--- src/rtl/div_scheduler_if.sv ---
// div_scheduler_if
//   Groups the request, response and divider-side signals of div_scheduler.
//   The slave modport is the scheduler's view. The master modport is the
//   surrounding system's view: the two requesters, the response consumer and
//   the divider.
//
//   Requester n (n = 0, 1):
//     reqN_valid  operation offered
//     reqN_ready  operation accepted this cycle
//     reqN_in1    dividend, two's complement
//     reqN_in2    divisor, two's complement
//   Divider:
//     div_in1     registered dividend to the divider
//     div_in2     registered divisor to the divider
//     div_out     registered quotient from the divider
//   Response:
//     resp_valid  response available
//     resp_ready  consumer accepts the response
//     resp_id     requester that issued the operation
//     resp_quot   signed quotient
//     resp_div0   divisor was zero
//   Status:
//     busy        scheduler is not idle
interface div_scheduler_if;
  logic        req0_valid;
  logic        req0_ready;
  logic [31:0] req0_in1;
  logic [31:0] req0_in2;
  logic        req1_valid;
  logic        req1_ready;
  logic [31:0] req1_in1;
  logic [31:0] req1_in2;
  logic [31:0] div_in1;
  logic [31:0] div_in2;
  logic [31:0] div_out;
  logic        resp_valid;
  logic        resp_ready;
  logic        resp_id;
  logic [31:0] resp_quot;
  logic        resp_div0;
  logic        busy;

  modport slave (
    input  req0_valid, req0_in1, req0_in2,
    input  req1_valid, req1_in1, req1_in2,
    input  div_out, resp_ready,
    output req0_ready, req1_ready,
    output div_in1, div_in2,
    output resp_valid, resp_id, resp_quot, resp_div0, busy
  );

  modport master (
    output req0_valid, req0_in1, req0_in2,
    output req1_valid, req1_in1, req1_in2,
    output div_out, resp_ready,
    input  req0_ready, req1_ready,
    input  div_in1, div_in2,
    input  resp_valid, resp_id, resp_quot, resp_div0, busy
  );
endinterface

--- src/rtl/div_scheduler.sv ---
// div_scheduler
//   Shares one multicycle signed divider between two requesters. The
//   scheduler arbitrates round-robin, launches the winner's operands into
//   the divider, waits out the divider's multicycle window, and returns the
//   registered quotient with the requester id over a valid/ready response
//   port. A zero divisor bypasses the divider and returns quotient 0 with
//   resp_div0 set.
//
//   Parameters:
//     DIV_CYCLES  edges from operand launch until div_out settles (2..15);
//                 must match the divider's multicycle constraint
//   Ports:
//     clock       system clock, rising edge
//     reset_n     asynchronous active-low reset
//     bus         div_scheduler_if.slave (requesters, divider, response)
module div_scheduler #(
  parameter int DIV_CYCLES = 4
) (
  input logic           clock,
  input logic           reset_n,
  div_scheduler_if.slave bus
);

  localparam logic [3:0] CNT_INIT = 4'(DIV_CYCLES);

  typedef enum logic [1:0] {
    IDLE,
    RUN,
    DONE
  } state_t;

  state_t      state_q, state_d;
  logic [3:0]  cnt_q, cnt_d;
  logic        lastGrant_q, lastGrant_d;
  logic [31:0] divIn1_q, divIn1_d;
  logic [31:0] divIn2_q, divIn2_d;
  logic        respId_q, respId_d;
  logic [31:0] respQuot_q, respQuot_d;
  logic        respDiv0_q, respDiv0_d;

  logic        anyValid;
  logic        grant;
  logic [31:0] selIn1;
  logic [31:0] selIn2;

  // Round-robin pick: on a tie the requester that did not win last time
  // goes next; otherwise whichever requester is valid wins.
  always_comb begin
    anyValid = bus.req0_valid | bus.req1_valid;
    if (bus.req0_valid && bus.req1_valid) begin
      grant = ~lastGrant_q;
    end else begin
      grant = bus.req1_valid;
    end
    selIn1 = grant ? bus.req1_in1 : bus.req0_in1;
    selIn2 = grant ? bus.req1_in2 : bus.req0_in2;
  end

  // Next-state and output logic. The divider operands only change on an
  // accept, so they stay stable across the multicycle window. Ready is
  // masked by reset_n so nothing looks accepted while reset is held.
  always_comb begin
    state_d        = state_q;
    cnt_d          = cnt_q;
    lastGrant_d    = lastGrant_q;
    divIn1_d       = divIn1_q;
    divIn2_d       = divIn2_q;
    respId_d       = respId_q;
    respQuot_d     = respQuot_q;
    respDiv0_d     = respDiv0_q;
    bus.req0_ready = 1'b0;
    bus.req1_ready = 1'b0;
    bus.resp_valid = 1'b0;

    unique case (state_q)
      IDLE: begin
        if (anyValid && reset_n) begin
          bus.req0_ready = ~grant;
          bus.req1_ready = grant;
          divIn1_d       = selIn1;
          divIn2_d       = selIn2;
          respId_d       = grant;
          lastGrant_d    = grant;
          if (selIn2 != 32'd0) begin
            cnt_d   = CNT_INIT;
            state_d = RUN;
          end else begin
            // A zero divisor never uses the divider result.
            respQuot_d = 32'd0;
            respDiv0_d = 1'b1;
            state_d    = DONE;
          end
        end
      end
      RUN: begin
        // The count reaching zero marks the edge where div_out has settled.
        if (cnt_q == 4'd0) begin
          respQuot_d = bus.div_out;
          respDiv0_d = 1'b0;
          state_d    = DONE;
        end else begin
          cnt_d = cnt_q - 4'd1;
        end
      end
      DONE: begin
        bus.resp_valid = 1'b1;
        if (bus.resp_ready) begin
          state_d = IDLE;
        end
      end
      default: begin
        state_d = IDLE;
      end
    endcase
  end

  // State and datapath registers. last grant resets to 1 so requester 0
  // wins the first tie.
  always_ff @(posedge clock or negedge reset_n) begin
    if (!reset_n) begin
      state_q     <= IDLE;
      cnt_q       <= 4'd0;
      lastGrant_q <= 1'b1;
      divIn1_q    <= 32'd0;
      divIn2_q    <= 32'd0;
      respId_q    <= 1'b0;
      respQuot_q  <= 32'd0;
      respDiv0_q  <= 1'b0;
    end else begin
      state_q     <= state_d;
      cnt_q       <= cnt_d;
      lastGrant_q <= lastGrant_d;
      divIn1_q    <= divIn1_d;
      divIn2_q    <= divIn2_d;
      respId_q    <= respId_d;
      respQuot_q  <= respQuot_d;
      respDiv0_q  <= respDiv0_d;
    end
  end

  assign bus.div_in1   = divIn1_q;
  assign bus.div_in2   = divIn2_q;
  assign bus.resp_id   = respId_q;
  assign bus.resp_quot = respQuot_q;
  assign bus.resp_div0 = respDiv0_q;
  assign bus.busy      = (state_q != IDLE);

endmodule

--- src/flat_wrapper.sv ---
// flat-port wrapper written by rule: the top's interface ports become plain ports
module div_scheduler_flat 
#(
  parameter int DIV_CYCLES = 4
)
  (clock, reset_n, bus_req0_valid, bus_req0_in1, bus_req0_in2, bus_req1_valid, bus_req1_in1, bus_req1_in2, bus_div_out, bus_resp_ready, bus_req0_ready, bus_req1_ready, bus_div_in1, bus_div_in2, bus_resp_valid, bus_resp_id, bus_resp_quot, bus_resp_div0, bus_busy);
  div_scheduler_if bus_i ();
  input logic clock;
  input logic reset_n;
  input wire logic [$bits(bus_i.req0_valid)-1:0] bus_req0_valid;
  input wire logic [$bits(bus_i.req0_in1)-1:0] bus_req0_in1;
  input wire logic [$bits(bus_i.req0_in2)-1:0] bus_req0_in2;
  input wire logic [$bits(bus_i.req1_valid)-1:0] bus_req1_valid;
  input wire logic [$bits(bus_i.req1_in1)-1:0] bus_req1_in1;
  input wire logic [$bits(bus_i.req1_in2)-1:0] bus_req1_in2;
  input wire logic [$bits(bus_i.div_out)-1:0] bus_div_out;
  input wire logic [$bits(bus_i.resp_ready)-1:0] bus_resp_ready;
  output wire logic [$bits(bus_i.req0_ready)-1:0] bus_req0_ready;
  output wire logic [$bits(bus_i.req1_ready)-1:0] bus_req1_ready;
  output wire logic [$bits(bus_i.div_in1)-1:0] bus_div_in1;
  output wire logic [$bits(bus_i.div_in2)-1:0] bus_div_in2;
  output wire logic [$bits(bus_i.resp_valid)-1:0] bus_resp_valid;
  output wire logic [$bits(bus_i.resp_id)-1:0] bus_resp_id;
  output wire logic [$bits(bus_i.resp_quot)-1:0] bus_resp_quot;
  output wire logic [$bits(bus_i.resp_div0)-1:0] bus_resp_div0;
  output wire logic [$bits(bus_i.busy)-1:0] bus_busy;
  assign bus_i.req0_valid = bus_req0_valid;
  assign bus_i.req0_in1 = bus_req0_in1;
  assign bus_i.req0_in2 = bus_req0_in2;
  assign bus_i.req1_valid = bus_req1_valid;
  assign bus_i.req1_in1 = bus_req1_in1;
  assign bus_i.req1_in2 = bus_req1_in2;
  assign bus_i.div_out = bus_div_out;
  assign bus_i.resp_ready = bus_resp_ready;
  assign bus_req0_ready = bus_i.req0_ready;
  assign bus_req1_ready = bus_i.req1_ready;
  assign bus_div_in1 = bus_i.div_in1;
  assign bus_div_in2 = bus_i.div_in2;
  assign bus_resp_valid = bus_i.resp_valid;
  assign bus_resp_id = bus_i.resp_id;
  assign bus_resp_quot = bus_i.resp_quot;
  assign bus_resp_div0 = bus_i.resp_div0;
  assign bus_busy = bus_i.busy;
  div_scheduler #(.DIV_CYCLES(DIV_CYCLES)) u_core (.clock(clock), .reset_n(reset_n), .bus(bus_i));
endmodule
--- config.mk ---
export PLATFORM = sky130hd
export DESIGN_NAME = div_scheduler_flat
export DESIGN_NICKNAME = d
export VERILOG_FILES = /design/src/rtl/div_scheduler_if.sv /design/src/rtl/div_scheduler.sv /design/src/flat_wrapper.sv
export SDC_FILE = /design/constraint.sdc
export NUM_CORES = 1
export LEC_CHECK = 0
export CAP_MARGIN = 20
export CORE_ASPECT_RATIO = 0.6
export CORE_MARGIN = 8
export CORE_UTILIZATION = 43
export CTS_BUF_LIST = sky130_fd_sc_hd__clkbuf_16
export DETAILED_ROUTE_END_ITERATION = 6
export GPL_TIMING_DRIVEN = 1
export PLACE_DENSITY_LB_ADDON = 0.15
export SYNTH_ARGS = -nofsm -noshare
export SYNTH_HDL_FRONTEND = slang
export SYNTH_SLANG_ARGS = --single-unit
--- constraint.sdc ---
create_clock -name clock -period 3.6 [get_ports clock]
set_clock_uncertainty 0.1 [all_clocks]
set_input_delay 0.36 -clock clock [delete_from_list [all_inputs] [get_ports clock]]
set_output_delay 0.36 -clock clock [all_outputs]
set_load 0.01 [all_outputs]
==> results of run 1 <==
stage by stage:
stage	cell area [µm²]	utilization (%)	total power, µW	cells
2_1_floorplan	5019	-	3470	496
3_3_place_gp	7744	68.31	4972	892
3_5_place_dp	7744	68.31	5098	892
4_1_cts	8030	70.84	6057	907
5_1_grt	8030	70.84	6404	907
6_report	8030	70.84	5989	907
where the power goes:
group          switching (µW)  leakage [µW]  internal, µW
clock network             417      0.000136           532
registers                 370       0.00126          1740
logic                    1360       0.00211          1570
critical path: cells and delay by family (launching register included):
family,cells,cell delay [ns]
DFF,1,0.49
buffers and inverters,1,0.58
and+or+nand+nor,3,0.95
state kept, by name, summed over array words and instances (netlist names):
register and flops:
u_core.bus.div_in1 32, u_core.bus.div_in2 32, u_core.bus.resp_div0 1, u_core.bus.resp_id 1, u_core.bus.resp_quot 32, u_core.cnt_q 4
u_core.lastGrant_q 1, u_core.state_q 2
layer usage:
layer  track usage, %  up-vias
li1                 -     2271
met1            26.19     2245
met2            39.10      167
met3            7.056       16
met4            5.267        2
met5                0        -
Yosys cell counts, drive strengths merged, types with 2 or more instances:
cell	number	area, µm²
a31o	2	17.52
o31ai	2	15.01
inv	7	26.27
nand4	3	18.77
o21ai	97	485.5
buf	28	182.7
nor3	3	20.02
a21o	3	22.52
mux2i	64	640.6
clkbuf	8	30.03
nand2	102	382.9
o22a	2	18.77
nor2	6	41.29
nor4	16	100.1
dfrtp	104	2603
o21a	2	16.27
a22oi	32	240.2
layout make-up:
cell class / instances / area, µm² / area share [%]
repair buffers: 272 / 2718 / 33.84
well taps: 160 / 200.2 / 2.493
clock inverters: 6 / 61.31 / 0.7635
clock buffers: 9 / 225.2 / 2.805
flip-flops and latches: 105 / 2629 / 32.74
inverters: 7 / 26.28 / 0.3272
multi-input cells: 348 / 2171 / 27.03
worst paths after layout:
kind | startpoint | to | slack, ns
worst max-delay path | u_core.state_q[0]$_DFFE_PN0P_ | bus_req1_ready | 0.79
worst max register to register | u_core.state_q[0]$_DFFE_PN0P_ | u_core.bus.div_in1[13]$_DFFE_PN0P_ | 1.39
min in group clock | u_core.bus.div_in2[24]$_DFFE_PN0P_ | u_core.bus.div_in2[24]$_DFFE_PN0P_ | 0.38
max in group asynchronous | reset_n | u_core.cnt_q[2]$_DFFE_PN0P_ | 2.19
worst min-delay path | reset_n | u_core.bus.resp_id$_DFFE_PN0P_ | 0.07
worst min register to register | u_core.bus.div_in2[24]$_DFFE_PN0P_ | u_core.bus.div_in2[24]$_DFFE_PN0P_ | 0.38
kinds of logic (layout without fill, tap and decap cells):
logic type      count (synthesis)  in the layout
xor+xnor                        1              1
simple gates                  133            133
buf+inv                        43            294
compound gates                149            149
mux                            64             64
flops                         105            105
fa+ha+maj                       1              1
==> run_results.csv, run 1 <==
group,metric,value,unit
routing,drt_pass1_iterations,4,
cells_and_area,layout.nets,909,
cells_and_area,antenna_cells,0,
synthesis,synthAdderAreaFrac,0.2493,%
cts,cts_hold_buf,0,
critical_path,start_kind,"register",
critical_path,slowest_delay,0.58,ns
sta,worst_pin_slew,0.7243,ns
synthesis,ys_seq_elements,105,
cts,cts_resized,0,
routing,detailroute.wirelength.met2,8645,µm
power_and_ir_drop,p_per_area,745.8,nW/µm²
placed_design,preCtsSetupSlack,0.9143,ns
critical_path,crit_required,3.14,ns
routing,drt-initial-drc-count,236,
sta,finalMaxSlewViolations,0,
synthesis,syn_inst,496,
critical_path,r2r_cells,4,
synthesis,synth_top_family_by_area,"compound AO/OA/AOI/OAI gates",
critical_path,worstPathCellList,"nor2_2 > nand2_4 > nor2_1 > clkdlybuf4s50_1",
critical_path,worst-setup-path-type,"register to output port",
cts,path_clk_slew,0.07,ns
synthesis,yosys.area_share.simple,11.79,%
routing,viasPerCell,5.183,
cts,cts_tree,"built",
sta,finalCritPeriodShare,77.92,%
sta,grt_setup_unrepaired,"false",
worst_hold_path,hold_path.class,"primary input to async pin",
synthesis,ys.flop_type,"dfrtp_1",
synthesis,avgSynthCellArea,10.12,µm²
synthesis,synth_xor_area_share,0.1745,%
placed_design,dp_hpwl,13730,µm
routing,drtAntennaViolNets,0,
sta,period_minus_slack,2.805,ns
routing,routed_wl,17380,µm
sta,setup_ws,0.7949,ns
power_and_ir_drop,vdd_drop_max,0.4016,mV
critical_path,path_max_fanout,48,
placed_design,io_buffers,266,
cts,cts_setup_buffers,0,
synthesis,synthesis.area,5019,µm²
synthesis,synthArstFlopShare,100.0,%
synthesis,synth-compound-area-share,17.88,%
floorplanning,initial_core_util,44.27,%
sta,hold_slack,0.06613,ns
floorplanning,ios,267,
placed_design,place_congestion,0.8309,
floorplanning,die_w,155.5,µm
cells_and_area,syn_to_final_growth,60.01,%
synthesis,synth_edf_count,0,
synthesis,synth_nets,662,
cts,root_buffer,"clkbuf_16",
sta,finalHoldViolCount,0,
global_route,grt_max_degree,86,
cts,cts_buffers,9,
routing,met3_length,1443,µm
routing,wl_per_cell,19.16,µm
run_status,status,"finished clean",
critical_path,crit_slowest_cell,"clkdlybuf4s50_1",
cells_and_area,drive_above_1_share,4.284,%
global_route,antenna_found_initial,1,
cts,cts.sinks,105,
cells_and_area,final_common_cell,"clkdlybuf4s50_1",
routing,routed-via-count,4701,
cts,cts_buffer_depth,2,
sta,finalSetupViolCount,0,
global_route,grt_pass1_vias,4999,
routing,drc,0,
floorplanning,fp-row-count,30,
synthesis,ys_types,42,
cts,clk_latency,0.33,ns
routing,wirelength_met1,7022,µm
floorplanning,coreArea,11340,µm²
synthesis,ys_seq_area_share,52.38,%
sta,clock.fmax,356.5,MHz
cells_and_area,fillers,906,
cells_and_area,layout_common_cells,"clkdlybuf4s50_1 (265), dfrtp_1 (104), nand2_1 (101)",
global_route,grt_pass1_wl,27370,µm
synthesis,synthMuxAreaShare,12.76,%
sta,relSlewSlack,51.71,%
routing,highest_layer,"met5",
job,timing.max_cap.violations,0,
sta,finalSetupTns,0,ns
critical_path,endpoint_kind,"output port",
critical_path,arrival,2.35,ns
floorplanning,die_h,99.68,µm
floorplanning,dieArea,15500,µm²
global_route,grt_usage,22.30,%
synthesis,yosys_warnings,0,
global_route,gr-total-overflow,0,
cts,htree_levels,3,
power_and_ir_drop,leakage,0.003504,µW
(Power assumes the default switching activity.)
==> inputs of run 2 (changes only) <==
--- a/config.mk
+++ b/config.mk
@@ -8,7 +8,7 @@
 export CAP_MARGIN = 20
 export CORE_ASPECT_RATIO = 0.6
 export CORE_MARGIN = 8
-export CORE_UTILIZATION = 43
+export CORE_UTILIZATION = 40
 export CTS_BUF_LIST = sky130_fd_sc_hd__clkbuf_16
 export DETAILED_ROUTE_END_ITERATION = 6
 export GPL_TIMING_DRIVEN = 1
==> constraint.sdc (replaced) <==
create_clock -name clock -period 2.8 [get_ports clock]
set_clock_uncertainty 0.1 [all_clocks]
set_input_delay 0.28 -clock clock [delete_from_list [all_inputs] [get_ports clock]]
set_output_delay 0.28 -clock clock [all_outputs]
set_load 0.01 [all_outputs]
==> run 2 against run 1 <==
Against the previous run:
- global-route usage decreased by 1.6 points
- utilization down 4.4 points
- clock power grew 30%
- setup slack got worse by 0.60 ns
- die area grew 6.5%
- wire length hardly changed
- highest routed layer is now met4
- via count is 0.36% higher
- critical path depth unchanged
- flip-flop and latch count unchanged
- total power rose by 29%
- clock-buffer cell count unchanged
==> run_results.csv, run 2 (synthesized netlist as in run 1, its figures left out) <==
group,metric,value,unit
routing,drt_pass1_iterations,5,
routing,wl_per_cell,18.95,µm
sta,finalMaxSlewViolations,0,
global_route,grt_usage,20.66,%
critical_path,slowest_delay,0.61,ns
cells_and_area,fillers,960,
power_and_ir_drop,leakage,0.003523,µW
cts,path_clk_slew,0.07,ns
sta,relSlewSlack,41.79,%
sta,finalSetupTns,0,ns
cts,cts_buffer_depth,2,
cells_and_area,layout_common_cells,"clkdlybuf4s50_1 (265), dfrtp_1 (104), nand2_1 (101)",
global_route,grt_pass1_wl,27020,µm
placed_design,place_congestion,0.9003,
critical_path,critPathTopFamily,"simple AND/OR/NAND/NOR gates",
floorplanning,die_h,102.8,µm
cts,cts.sinks,105,
sta,period_minus_slack,2.607,ns
cells_and_area,final_common_cell,"clkdlybuf4s50_1",
worst_hold_path,hold_path.class,"primary input to async pin",
critical_path,crit_required,2.42,ns
critical_path,worstPathCellList,"nor2_2 > nand2_4 > nor2_1 > clkdlybuf4s50_1",
sta,finalCritPeriodShare,93.12,%
power_and_ir_drop,vdd_drop_max,0.5104,mV
global_route,grt_max_degree,109,
global_route,grt_pass1_vias,4807,
sta,worst_pin_slew,0.8732,ns
critical_path,endpoint_kind,"output port",
power_and_ir_drop,p_per_area,954.8,nW/µm²
critical_path,r2r_cells,4,
routing,drc,0,
sta,finalSetupViolCount,0,
placed_design,dpl_cell_area,7775,µm²
cts,root_buffer,"clkbuf_16",
cts,cts_resized,0,
floorplanning,ios,267,
global_route,gr-total-overflow,0,
floorplanning,die_w,160.6,µm
routing,routed-via-count,4718,
cts,htree_levels,3,
cells_and_area,stdcell_area,8061,µm²
cells_and_area,syn_to_final_growth,60.63,%
cts,cts_buffers,9,
floorplanning,fp-row-count,31,
routing,viasPerCell,5.145,
cells_and_area,drive_above_1_share,5.053,%
global_route,antenna_found_initial,0,
floorplanning,dieArea,16500,µm²
cells_and_area,antenna_cells,0,
floorplanning,initial_core_util,41.34,%
placed_design,io_buffers,266,
cts,cts_hold_buf,0,
cells_and_area,layout.nets,914,
sta,finalHoldViolCount,0,
job,timing.max_cap.violations,0,
cts,cts_setup_buffers,0,
placed_design,dp_hpwl,13720,µm
placed_design,dp.cells,902,
cts,cts_tree,"built",
sta,grt_setup_unrepaired,"false",
critical_path,crit_slowest_cell,"clkdlybuf4s50_1",
routing,drtAntennaViolNets,0,
sta,clock.fmax,383.5,MHz
sta,setup_ws,0.1927,ns
critical_path,start_kind,"register",
placed_design,preCtsSetupSlack,0.2511,ns
critical_path,cp_num_buf_inv,1,
sta,hold_slack,0.001879,ns
cts,clk_latency,0.34,ns
routing,drt-initial-drc-count,244,
critical_path,worst-setup-path-type,"register to output port",
critical_path,arrival,2.23,ns
routing,routed_wl,17370,µm
floorplanning,coreArea,12140,µm²
critical_path,path_max_fanout,25,
critical_path,crit_cells,4,
cells_and_area,stdcell_count,917,
run_status,status,"finished clean",
==> run 2: changes by cell type in the layout (fill, tap and decap cells not counted), sizes merged <==
cell | previous run | this run
buf | 7 | 12
clkinv | 2 | 1
clkinvlp | 2 | 3
==> run 2: path summary, 6_finish.rpt <==
path / slack, ns / startpoint / to
min reg2reg: 0.37 / u_core.bus.div_in1[11]$_DFFE_PN0P_ / u_core.bus.div_in1[11]$_DFFE_PN0P_
max: 0.19 / u_core.state_q[0]$_DFFE_PN0P_ / bus_req1_ready
max in group asynchronous: 1.50 / reset_n / u_core.bus.div_in1[13]$_DFFE_PN0P_
max reg2reg: 0.62 / u_core.state_q[0]$_DFFE_PN0P_ / u_core.bus.div_in1[13]$_DFFE_PN0P_
min: 0.002 / reset_n / u_core.bus.div_in1[30]$_DFFE_PN0P_
min in group clock: 0.37 / u_core.bus.div_in1[11]$_DFFE_PN0P_ / u_core.bus.div_in1[11]$_DFFE_PN0P_
==> run 2: through the flow <==
step                      utilization [%]  total power (µW)
after global routing                66.40              8240
after detailed placement            64.04              6528
after CTS                           66.40              7778
final                               66.40              7697
after floorplan                         -              4462
after global placement              64.04              6415
==> run 2: final cells by class <==
cell class	instances	area (µm²)	area share, %
Timing Repair Buffer	277	2743	34.02
Clock buffer	9	225.2	2.794
Clock inverter	6	61.31	0.7605
Tap cell	165	206.4	2.561
Multi-Input combinational cell	348	2171	26.93
Sequential cell	105	2629	32.61
Inverter	7	26.28	0.3259
==> run 2: metal layers <==
layer  global-route usage, %  vias up  share of wire [%]
met5                       0        -                  0
met1                   25.48     2239                 43
met3                   5.463       13                6.9
met4                   4.429        0                1.1
met2                   36.17      179                 49
li1                        -     2287                  -
==> run 2: report_power, final <==
group	leakage [µW]	total [µW]	internal, µW	switching (µW)
logic	0.00213	3760	2030	1730
registers	0.00126	2710	2240	474
clock network	0.000135	1230	684	544
==> inputs of run 3 (changes only) <==
--- a/config.mk
+++ b/config.mk
@@ -5,6 +5,7 @@
 export SDC_FILE = /design/constraint.sdc
 export NUM_CORES = 1
 export LEC_CHECK = 0
+export ABC_AREA = 1
 export CAP_MARGIN = 20
 export CORE_ASPECT_RATIO = 0.6
 export CORE_MARGIN = 8
==> run 3 against run 2 <==
Against the previous run:
- synthesized area increased by 4.8%
- global-route usage decreased by 0.18 points
- cell area increased by 3.7%
- die area increased by 4.2%
- combinational power increased by 3%
- flip-flop and latch count unchanged
- total power increased by 0.22%
- setup slack improved by 0.044 ns
- sequential power decreased by 4%
- sequential share of layout area decreased by 1.2 points
- worst hold slack improved by 0.37 ns
- utilization decreased by 1.4 points
- critical path type is now primary input to output port
- highest routed layer unchanged
==> run_results.csv, run 3 <==
group,metric,value,unit
run_status,status,"finished clean",
critical_path,path_max_fanout,11,
cells_and_area,antenna_cells,0,
floorplanning,ios,267,
floorplanning,initial_core_util,40.94,%
synthesis,ys.flop_type,"dfrtp_1",
floorplanning,fp-row-count,32,
worst_hold_path,hold_path.class,"register to register",
cells_and_area,drive_above_1_share,3.719,%
global_route,gr-total-overflow,0,
critical_path,critPathTopFamily,"buffers and inverters",
critical_path,r2r_setup_slack,0.28,ns
synthesis,yosysTopAreaCell,"dfrtp_1",
global_route,grt_pass1_vias,5038,
critical_path,r2r_start,"u_core.lastGrant_q$_DFFE_PN1P_",
synthesis,synthArstFlopShare,100.0,%
synthesis,synth.area.top_cells,"dfrtp_1 (49%), nand2_1 (21%), nand3_1 (6.8%)",
cells_and_area,syn_to_final_growth,58.86,%
sta,finalHoldViolCount,0,
critical_path,crit_required,2.42,ns
routing,drt-initial-drc-count,306,
sta,finalMaxSlewViolations,0,
critical_path,worst-setup-path-type,"primary input to output port",
synthesis,synth.most_common_cell,"nand2_1",
power_and_ir_drop,leakage,0.004131,µW
critical_path,worstPathCellList,"clkdlybuf4s50_1 > buf_4 > o21ai_0 > nor2_1 > inv_2 > nor2_2 > clkdlybuf4s50_1",
global_route,grt_usage,20.48,%
routing,drtAntennaViolNets,0,
cts,clk_latency,0.34,ns
cts,cts_hold_buf,1,
sta,period_minus_slack,2.563,ns
synthesis,ys_seq_elements,105,
sta,finalSetupViolCount,0,
synthesis,ys_types,22,
cts,cts.sinks,105,
cts,path_clk_slew,0.07,ns
synthesis,syn_inst,710,
cells_and_area,layout.nets,1129,
sta,hold_slack,0.3698,ns
cts,cts_buffer_depth,2,
global_route,antenna_found_initial,0,
synthesis,synth_nets,876,
routing,drt_pass1_iterations,5,
floorplanning,coreArea,12850,µm²
synthesis,synthTopCellsByCount,"nand2_1 (297), dfrtp_1 (104), inv_1 (74)",
placed_design,place_congestion,0.7700,
routing,wl_per_cell,15.71,µm
placed_design,io_buffers,266,
routing,viasPerCell,4.620,
floorplanning,die_h,104.8,µm
sta,clock.fmax,390.2,MHz
cells_and_area,final_common_cell,"nand2_1",
critical_path,r2r_cells,14,
worst_hold_path,hold_path_end,"u_core.bus.resp_div0$_DFFE_PN0P_",
worst_hold_path,min_from,"u_core.bus.resp_div0$_DFFE_PN0P_",
synthesis,synth_edf_count,0,
critical_path,endpoint_kind,"output port",
floorplanning,die_w,164.1,µm
routing,drc,0,
cts,htree_levels,3,
cts,cts_tree,"built",
synthesis,synthesis.area,5261,µm²
power_and_ir_drop,p_per_area,923.0,nW/µm²
job,timing.max_cap.violations,0,
placed_design,dp_hpwl,13520,µm
synthesis,ys_seq_area_share,49.96,%
critical_path,start_kind,"primary input",
cts,cts_buffers,9,
critical_path,cp_num_buf_inv,4,
critical_path,arrival,2.18,ns
cells_and_area,fillers,1158,
cts,cts_setup_buffers,0,
power_and_ir_drop,vdd_drop_max,0.5824,mV
sta,finalCritPeriodShare,91.53,%
worst_hold_path,holdPathStages,2,
cts,root_buffer,"clkbuf_16",
cts,cts_resized,0,
synthesis,synth_top_area_share,49.46,%
routing,routed_wl,17870,µm
critical_path,timing.rr.end,"u_core.bus.resp_quot[10]$_DFFE_PN0P_",
global_route,grt_max_degree,100,
floorplanning,dieArea,17200,µm²
global_route,grt_pass1_wl,28300,µm
sta,grt_setup_unrepaired,"false",
synthesis,avgSynthCellArea,7.410,µm²
critical_path,cp_common_cell,"clkdlybuf4s50_1",
critical_path,crit_slowest_cell,"clkdlybuf4s50_1",
critical_path,slowest_delay,0.61,ns
sta,worst_pin_slew,0.8729,ns
sta,finalSetupTns,0,ns
sta,relSlewSlack,41.81,%
routing,routed-via-count,5257,
synthesis,yosys_warnings,0,
cells_and_area,layout_common_cells,"nand2_1 (297), clkdlybuf4s50_1 (265), dfrtp_1 (104)",
run 3: cell types whose count changed after synthesis, moves of 16 or more:
cell	change
a22oi_1	-32
inv_1	+68
mux2i_1	-64
nand2_1	+195
nand3_1	+71
nand3b_1	+27
nor2_1	+44
nor4_1	-16
o21ai_0	-29
o21ai_1	-29
run 3: cell type report:
class	count	area [µm²]	area share, %
Clock buffer	9	225.2	2.695
Clock inverter	7	68.82	0.8234
Inverter	76	285.3	3.413
Multi-Input combinational cell	491	2120	25.36
Sequential cell	105	2629	31.45
Tap cell	170	212.7	2.545
Timing Repair Buffer	280	2818	33.71
run 3: how the worst max path moves through the flow:
stage	startpoint	end	slack [ns]	cells after the start
after floorplan	u_core.lastGrant_q$_DFFE_PN1P_	u_core.bus.resp_quot[0]$_DFFE_PN0P_	0.80	16
after global placement	bus_req0_valid	u_core.bus.resp_quot[11]$_DFFE_PN0P_	0.14	15
after detailed placement	bus_req0_valid	u_core.bus.resp_quot[10]$_DFFE_PN0P_	0.05	15
after CTS	bus_req1_valid	bus_req1_ready	0.24	7
after global routing	u_core.lastGrant_q$_DFFE_PN1P_	u_core.bus.resp_quot[5]$_DFFE_PN0P_	0.07	14
final	bus_req1_valid	bus_req1_ready	0.24	7
run 3: layer usage:
metal / global-route usage [%] / vias to the layer above / routed length, µm
met5: 0 / - / 0
met4: 5.039 / 0 / 212
met3: 5.525 / 12 / 1307
met2: 32.12 / 161 / 8366
met1: 27.60 / 2395 / 7987
li1: - / 2689 / -
run 3: tightest hold or removal path: cells and delay by family (launching register included):
kind / cells / cell delay (ns)
flip-flops: 1 / 0.34
AND/OR/NAND/NOR: 2 / 0.10
run 3: kinds of logic after synthesis:
group | Yosys count | share of synthesized area, %
adder cells (fa/ha/maj) | 1 | 0.2378
buffers and inverters | 114 | 9.750
AND/OR/NAND/NOR | 450 | 36.22
flip-flops | 105 | 49.96
AO/OA/AOI/OAI | 40 | 3.829
run 3: through the flow:
stage                     area, µm²  worst slack [ns]  std cells  utilization (%)  total power [µW]
after global placement         8054            0.1395       1121            62.67              6494
after CTS                      8358            0.2407       1138            65.03              7833
after floorplan                5261            0.8008        710                -              4385
after global routing           8358           0.06630       1138            65.03              8306
final                          8358            0.2370       1138            65.03              7714
after detailed placement       8054           0.05292       1121            62.67              6540
run 3: where the power goes:
part / leakage [µW] / internal (µW) / switching (µW)
Sequential: 0.00133 / 2220 / 380
Combinational: 0.00265 / 1910 / 1950
Clock: 0.000144 / 694 / 560
